`config.mk`:
```
export PLATFORM = sky130hd
export DESIGN_NAME = b10_serial_complementer
export DESIGN_NICKNAME = d
export VERILOG_FILES = /design/src/rtl/b10_serial_complementer.sv
export SDC_FILE = /design/constraint.sdc
export NUM_CORES = 1
export LEC_CHECK = 0
export BUFFER_PORTS_ARGS = -buffer_cell sky130_fd_sc_hd__buf_2
export CORE_MARGIN = 1
export CORE_UTILIZATION = 25
export DETAILED_ROUTE_END_ITERATION = 10
export GPL_TIMING_DRIVEN = 0
export SLEW_MARGIN = 30
export SYNTH_ARGS = -nofsm -noshare
export SYNTH_HDL_FRONTEND = slang
export SYNTH_SLANG_ARGS = --single-unit
```
`constraint.sdc`:
```
create_clock -name clock -period 2.3 [get_ports clock]
set_input_delay 0.46 -clock clock [delete_from_list [all_inputs] [get_ports clock]]
set_output_delay 0.46 -clock clock [all_outputs]
set_load 0.01 [all_outputs]
```
`src/rtl/b10_serial_complementer.sv`:
```
// Serial N-digit BCD nines'/tens' complementer: one digit per clock, LSD first,
// framed by a soc/eoc handshake, with sticky flagging of non-BCD digit codes.
module b10_serial_complementer #(
    parameter int N = 4
) (
    input  logic           clock,
    input  logic           reset,
    input  logic           soc,
    input  logic           mode,
    input  logic [4*N-1:0] x_in,
    output logic [4*N-1:0] z_out,
    output logic           eoc,
    output logic           err
);

    localparam int CW = (N > 1) ? $clog2(N) : 1;

    typedef enum logic [1:0] {
        IDLE = 2'd0,
        BUSY = 2'd1,
        DONE = 2'd2
    } state_t;

    state_t         state_reg;
    logic [4*N-1:0] operand_reg;
    logic [4*N-1:0] result_reg;
    logic [CW-1:0]  counter_reg;
    logic           carry_reg;

    logic [3:0]     digit [N];
    logic [3:0]     cur_digit;
    logic [4:0]     sum_raw;
    logic           invalid;
    logic [3:0]     emit;
    logic           carry_next;
    logic [4*N-1:0] result_next;

    genvar gi;
    generate
        for (gi = 0; gi < N; gi++) begin : g_digit
            assign digit[gi] = operand_reg[4*gi +: 4];
            // Only the digit slot selected by the counter takes the new value.
            assign result_next[4*gi +: 4] = (counter_reg == CW'(gi)) ? emit
                                                                      : result_reg[4*gi +: 4];
        end
    endgenerate

    assign cur_digit = digit[counter_reg];
    assign invalid   = (cur_digit > 4'd9);
    assign sum_raw   = {1'b0, 4'd9 - cur_digit} + {4'd0, carry_reg};

    always_comb begin
        emit       = 4'd0;
        carry_next = 1'b0;
        if (!invalid) begin
            if (sum_raw == 5'd10) begin
                emit       = 4'd0;
                carry_next = 1'b1;
            end else begin
                emit       = sum_raw[3:0];
                carry_next = 1'b0;
            end
        end
    end

    always_ff @(posedge clock or posedge reset) begin
        if (reset) begin
            state_reg   <= IDLE;
            operand_reg <= '0;
            result_reg  <= '0;
            counter_reg <= '0;
            carry_reg   <= 1'b0;
            z_out       <= '0;
            eoc         <= 1'b1;
            err         <= 1'b0;
        end else begin
            case (state_reg)
                IDLE: begin
                    eoc <= 1'b1;
                    if (soc) begin
                        operand_reg <= x_in;
                        carry_reg   <= mode;
                        counter_reg <= '0;
                        err         <= 1'b0;
                        eoc         <= 1'b0;
                        state_reg   <= BUSY;
                    end
                end
                BUSY: begin
                    result_reg  <= result_next;
                    carry_reg   <= carry_next;
                    counter_reg <= counter_reg + 1'b1;
                    if (invalid) begin
                        err <= 1'b1;
                    end
                    // Carry out of the last digit is deliberately dropped.
                    if (counter_reg == CW'(N - 1)) begin
                        z_out       <= result_next;
                        eoc         <= 1'b1;
                        counter_reg <= '0;
                        state_reg   <= DONE;
                    end
                end
                DONE: begin
                    eoc <= 1'b1;
                    if (!soc) begin
                        state_reg <= IDLE;
                    end
                end
                default: begin
                    state_reg <= IDLE;
                    eoc       <= 1'b1;
                end
            endcase
        end
    end

endmodule

```
==> key figures, run 1 <==
Run status
  – Status: complete, but fails checks
  – Failing checks: setup timing

Clock tree
  – Num CTS Buffers: 5
  – CTS root buf: clkbuf_8
  – Max Root-Sink Buffers: 2
  – Worst skew pair latency: 0.31 ns
  – CTS tree: built
  – Num Clock Sinks: 51
  – Clock slew at reported path FFs: 0.10 ns
  – Htree depth: 2

Setup path
  – Crit path launch type: flip-flop
  – Worst setup path start: counter_reg[0]
  – Reg2reg setup slack: -0.03 ns
  – Worst R2R End: result_reg[1]
  – Buf/Inv on CP: 3
  – Crit path largest cell delay: 0.56 ns
  – Worst Setup EP: result_reg[1]
  – Critical path's top delay family: multiplexers
  – WP depth: 10
  – Worst setup EP type: flip-flop
  – Req. time, crit path: 2.50 ns
  – CP arrival: 2.52 ns
  – R2r worst-path depth: 10
  – Worst path slowest cell: mux4_2
  – Worst R2R Start: counter_reg[0]
  – Critical-path cell list: buf_6 -> mux4_2 -> inv_4 -> ha_4 -> nand2_8 -> nor4bb_2 -> nand2_1 -> o311ai_4 -> buf_12 -> o31ai_1
  – WS Path Type: reg -> reg
  – Worst-path fanout max: 7

Floorplan
  – Initial Utilization: 26.1%
  – Top-Level Pins: 38
  – Die area: 10200 um^2
  – Die H: 101 um
  – Die X-Extent: 101 um
  – FP Rows: 35
  – Core Region: 9370 um^2

Synthesis
  – #FFs+latches synth: 51
  – Synth Area in Compound Gates: 10.6%
  – Cell Area, Synth: 2440 um^2
  – Post-synthesis mux area share: 15.7%
  – Post-synth top area share: 51.2%
  – Post-Syn Nets: 244
  – Main combinational cell family by area after synthesis: multiplexers
  – Synth Area in Adders: 4.10%
  – Avg Cell Area, Syn: 11.3 um^2
  – Simple-gate share of the synthesized area: 12.9%
  – Sequential fraction of the synthesis area: 52.3%
  – Dominant cell type by area after synthesis: dfrtp_1
  – Synth Warn #: 0
  – Dominant cells by area after synthesis: dfrtp_1 (51%), mux2_2 (7.4%), nand2_1 (6.3%)
  – Synth Instances: 216
  – Post-synth cell types: 34
  – Xor and xnor area share after synthesis: 1.38%

Timing
  – F_max: 429 MHz
  – Final Max Tran Viols: 0
  – Count of final hold-check violations: 0
  – Worst rel slew slack: 56.7%
  – Period minus WS final: 2.33 ns
  – Worst-Margin Slew: 0.649 ns
  – RSZ-0062 raised after global routing: true
  – Clock Skews: 0.00626 ns
  – Setup violations, final: 7
  – Share of the clock period used by the worst path: 101%
  – Final worst setup slack: -0.0292 ns

Drt
  – DR vias/cell: 4.39
  – DRT Pass-1 Iters: 4
  – Remaining antenna violation count: 0
  – Vias: 1754
  – DRC: 0
  – Wire per inst: 13.6 um
  – DRT iter0 DRCs: 59
  – Drt total wl: 5440 um

Finish
  – N_diodes: 0
  – Commonest non-fill, non-tap cell in the layout: dfrtp_1
  – Final Cell Area: 3170 um^2
  – Layout cells sized above 1: 41.3%
  – Area Overhead vs Synth: 29.9%
  – Most frequent cells in the layout: dfrtp_1 (50), nand2_1 (38), buf_2 (37)
  – Fin nets: 298
  – Fill cells: 986
  – Finished Layout Cells: 400

Global route
  – Largest net degree at the start of global routing: 52
  – Initial antenna violation count: 0
  – First-pass GRT wire length: 8910 um
  – Global Route Usage Sum: 11.3%
  – Gr ovfl total: 0
  – Vias in the first global route: 1763

Placed design
  – PortBufs: 37
  – Routability congestion estimate: 0.773
  – DP HPWL: 3720 um
  – DP Cell Count: 382
  – Placed cell area: 2790 um^2

Worst hold path
  – Hold Path Class: in -> async

Flow run
  – Max_cap viols: 0
-- cell families (layout without fill, tap and decap cells) --
kind of cell,Yosys count,count (layout)
adders and majority gates,8,8
buffers and inverters,18,73
DFF,51,51
AOI/OAI and AO/OA,43,43
and+or+nand+nor,65,65
xor gates and xnor gates,3,3
muxes,28,28
-- metrics by stage --
step	hold slack (ns)	TNS [ns]	setup slack (ns)	util (%)
after CTS	0.262	0	0.00540	32.2
final	0.243	-0.158	-0.0292	33.9
after floorplan	0.440	0	0.0871	-
after global placement	0.451	-3.99	-0.240	29.8
after detailed placement	0.466	-3.02	-0.288	29.8
after global routing	0.283	-0.987	-0.103	33.9
-- repair_timing --
| item | 4_1_cts | 5_1_grt |
|---|---|---|
| hold endpoints to repair | 0 | 0 |
| setup endpoints to repair | 19 | 21 |
| cloned | 0 | 0 |
| hold buffers | 0 | 0 |
| gates resized for setup | 14 | 29 |
| pin swaps | 4 | 11 |
| buffers inserted | 6 | 4 |
-- how the worst min path moves through the flow --
stage                             start         endpoint  slack (ns)  cells after the start
final                             reset  operand_reg[14]        0.24                      2
after global routing              reset   operand_reg[6]        0.28                      2
after CTS                         reset   operand_reg[6]        0.26                      2
after detailed placement  result_reg[5]    result_reg[5]        0.47                      2
after global placement    result_reg[5]    result_reg[5]        0.45                      2
after floorplan           result_reg[1]    result_reg[1]        0.44                      2
-- Yosys cell counts --
cell	n
a21oi_1	7
o21ai_0	14
buf_6	1
xnor2_2	1
nand2b_1	2
nor4_1	1
mux2i_4	1
nor4bb_1	1
o22ai_1	1
nor3_1	2
or3b_4	1
nand3b_1	1
mux4_1	2
nand2_1	41
o21ai_1	8
o311ai_2	1
a22oi_1	1
o31ai_1	9
inv_1	7
nor2_1	4
clkbuf_1	10
o21ai_2	1
mux2i_1	6
nor2b_1	1
mux4_2	3
ha_1	8
and2_1	3
dfstp_2	1
o21bai_1	1
nand2_4	1
nor3b_1	7
dfrtp_1	50
xor2_1	2
mux2_2	16
-- layout make-up --
class,count,area (um^2),share of cell area (%)
tap,129,161,5.08
clock buffer,7,96.3,3.04
sequential,51,1280,40.2
clock inverter,1,7.51,0.237
multi-input combinational,147,1280,40.3
inverter,7,31.3,0.985
timing repair buffer,47,273,8.59
buffer,11,48.8,1.54
-- metal layers --
layer	GRT usage, %	vias up	wire length, um
met4	2.34	0	16
met3	3.12	2	237
li1	-	861	-
met5	0	-	0
met1	15.1	858	2560
met2	18.4	33	2630
Power of run 1 is left out: the tool's default activity adds up to more than one toggle a clock period on the data nets, which glitch-free logic cannot reach.
==> inputs of run 2 (changes only) <==
--- a/config.mk
+++ b/config.mk
@@ -7,7 +7,7 @@
 export LEC_CHECK = 0
 export BUFFER_PORTS_ARGS = -buffer_cell sky130_fd_sc_hd__buf_2
 export CORE_MARGIN = 1
-export CORE_UTILIZATION = 25
+export CORE_UTILIZATION = 30
 export DETAILED_ROUTE_END_ITERATION = 10
 export GPL_TIMING_DRIVEN = 0
 export SLEW_MARGIN = 30
==> key figures, run 2 (synthesized netlist as in run 1, its figures left out) <==
Setup path
  – Crit path largest cell delay: 0.53 ns (-0.03 ns)
  – Most used cell, CP: buf_6
  – Req. time, crit path: 2.48 ns (-0.02 ns)
  – CP arrival: 2.48 ns (-0.04 ns)
  – Crit path launch type: flip-flop
  – Worst-path fanout max: 7 (unchanged)
  – Worst path slowest cell: mux4_2
  – Critical-path cell list: buf_6 -> mux4_2 -> inv_2 -> ha_2 -> nand2_4 -> nor4bb_4 -> nand2_1 -> o311ai_4 -> buf_6 -> o31ai_1
  – WS Path Type: reg -> reg
  – Worst setup EP type: flip-flop

Timing
  – Share of the clock period used by the worst path: 100% (-1.3 points)
  – Worst-Margin Slew: 0.673 ns (+0.0233 ns)
  – Count of final hold-check violations: 0 (unchanged)
  – Period minus WS final: 2.30 ns (-0.0299 ns)
  – RSZ-0062 raised after global routing: true
  – Final worst setup slack: 0.000673 ns (+0.0299 ns)
  – Final Max Tran Viols: 0 (unchanged)
  – Worst Hold Slack: 0.178 ns (-0.0648 ns)
  – Final setup TNS: 0 ns (+0.158 ns)
  – F_max: 435 MHz (+1.3%)
  – Worst rel slew slack: 55.1% (-1.6 points)
  – Clock Skews: 0.00789 ns (+0.00162 ns)
  – Setup violations, final: 0 (-7)

Finish
  – Final Cell Area: 3060 um^2 (-3.5%)
  – N_diodes: 0 (unchanged)
  – Fin nets: 295 (-1.0%)
  – Multi-input logic area: 1200 um^2 (-5.8%)
  – Area Overhead vs Synth: 25.3%
  – Commonest non-fill, non-tap cell in the layout: dfrtp_1
  – FF+latch area: 1280 um^2 (unchanged)
  – Most frequent cells in the layout: dfrtp_1 (50), nand2_1 (40), buf_2 (37)
  – Fill cells: 797 (-19%)
  – Layout cells sized above 1: 36.9% (-4.4 points)
  – Finished Layout Cells: 370 (-7.5%)
  – Fin util: 39.2% (+5.3 points)

Run status
  – Status: complete, no violations

Floorplan
  – Die H: 92.3 um (-8.5%)
  – Die X-Extent: 92.3 um (-8.5%)
  – Top-Level Pins: 38 (unchanged)
  – Initial Utilization: 31.3% (+5.2 points)
  – Die area: 8510 um^2 (-16%)
  – Core Region: 7810 um^2 (-17%)
  – FP Rows: 32 (-8.6%)

Clock tree
  – Clock slew at reported path FFs: 0.09 ns (about the same)
  – Max Root-Sink Buffers: 2 (unchanged)
  – Worst skew pair latency: 0.31 ns (about the same)
  – CTS root buf: clkbuf_8
  – CTS tree: built
  – # hold bufs at CTS: 0 (unchanged)
  – Htree depth: 2 (unchanged)
  – Num Clock Sinks: 51 (unchanged)
  – Num CTS Buffers: 5 (unchanged)

Drt
  – DRT iter0 DRCs: 61 (+3.4%)
  – Vias: 1697 (-3.2%)
  – DRT Pass-1 Iters: 4 (unchanged)
  – DRC: 0 (unchanged)
  – Drt total wl: 4910 um (-9.8%)
  – DR vias/cell: 4.59 (+4.6%)
  – DR top layer: met4
  – WL met2: 2320 um (-12%)
  – Wire per inst: 13.3 um (-2.5%)
  – Met1 wire length: 2360 um (-7.8%)
  – Remaining antenna violation count: 0 (unchanged)
  – Met3 WL post-DR: 147 um (-38%)

Worst hold path
  – Hold Path Class: in -> async

Flow run
  – Max_cap viols: 0 (unchanged)

Placed design
  – PortBufs: 37 (unchanged)
  – Placed cell area: 2790 um^2 (-0.22%)
  – Routability congestion estimate: 0.746 (-3.5%)
  – DP Cell Count: 356 (-6.8%)
  – Place WS: -0.248 ns (+0.0393 ns)
  – DP HPWL: 3490 um (-6.1%)

Global route
  – Global Route Usage Sum: 12.9% (+1.6 points)
  – Vias in the first global route: 1794 (+1.8%)
  – First-pass GRT wire length: 8630 um (-3.2%)
  – Largest net degree at the start of global routing: 52 (unchanged)
  – Gr ovfl total: 0 (unchanged)
  – Initial antenna violation count: 0 (unchanged)

Power
  – Final Power: 5.17 mW
  – P_leak: 1.38 nW
  – Max IR drop VDD: 0.698 mV
  – Power density cells: 1690 nW/um^2
run 2: changes by cell type in the layout (fill, tap and decap cells not counted), sizes merged:
cell,delta
buf,-3
clkbuf,-2
clkinvlp,-1
bufinv,+1
clkinv,+2
run 2: worst max-delay path, delay by kind of cell, from the launching register on:
family / cells / cell delay, ns
AND/OR/NAND/NOR: 3 / 0.46
buffers and inverters: 3 / 0.43
AO/OA/AOI/OAI: 2 / 0.17
flip-flops: 1 / 0.38
adder cells (fa/ha/maj): 1 / 0.20
multiplexers: 1 / 0.53
run 2: path summary, 6_finish.rpt:
| check | cells past startpoint | to | slack, ns | from |
|---|---|---|---|---|
| hold reg to reg | 2 | z_out[15] | 0.48 | z_out[15] |
| min in group clock | 2 | operand_reg[8] | 0.38 | x_in[8] |
| hold / removal | 3 | operand_reg[6] | 0.18 | reset |
| max in group asynchronous | 3 | eoc | 1.85 | reset |
| setup / recovery | 10 | z_out[13] | 0.0007 | counter_reg[0] |
| setup reg to reg | 10 | z_out[13] | 0.0007 | counter_reg[0] |
run 2: timing repair:
action,CTS,global route
pin swaps,2,2
buffers inserted,5,1
endpoints found under the setup margin,18,20
resized for setup,14,12
run 2: power breakdown:
part / total (mW) / internal, mW / switching [mW]
combinational: 3.03 / 1.37 / 1.66
clock: 0.624 / 0.324 / 0.300
sequential: 1.51 / 1.30 / 0.218
run 2: cell type report:
class,count,share of cell area (%)
tap,102,4.17
multi-input combinational,147,39.4
clock inverter,3,1.43
buffer,11,1.59
timing repair buffer,44,8.54
clock buffer,5,2.25
inverter,7,0.940
sequential,51,41.7
run 2: routing by layer:
layer	vias up	GRT usage [%]
li1	852	-
met1	803	17.2
met2	34	21.2
met3	8	2.49
met4	0	4.17
met5	-	0
No activity file was read; power rests on OpenSTA's default activity.
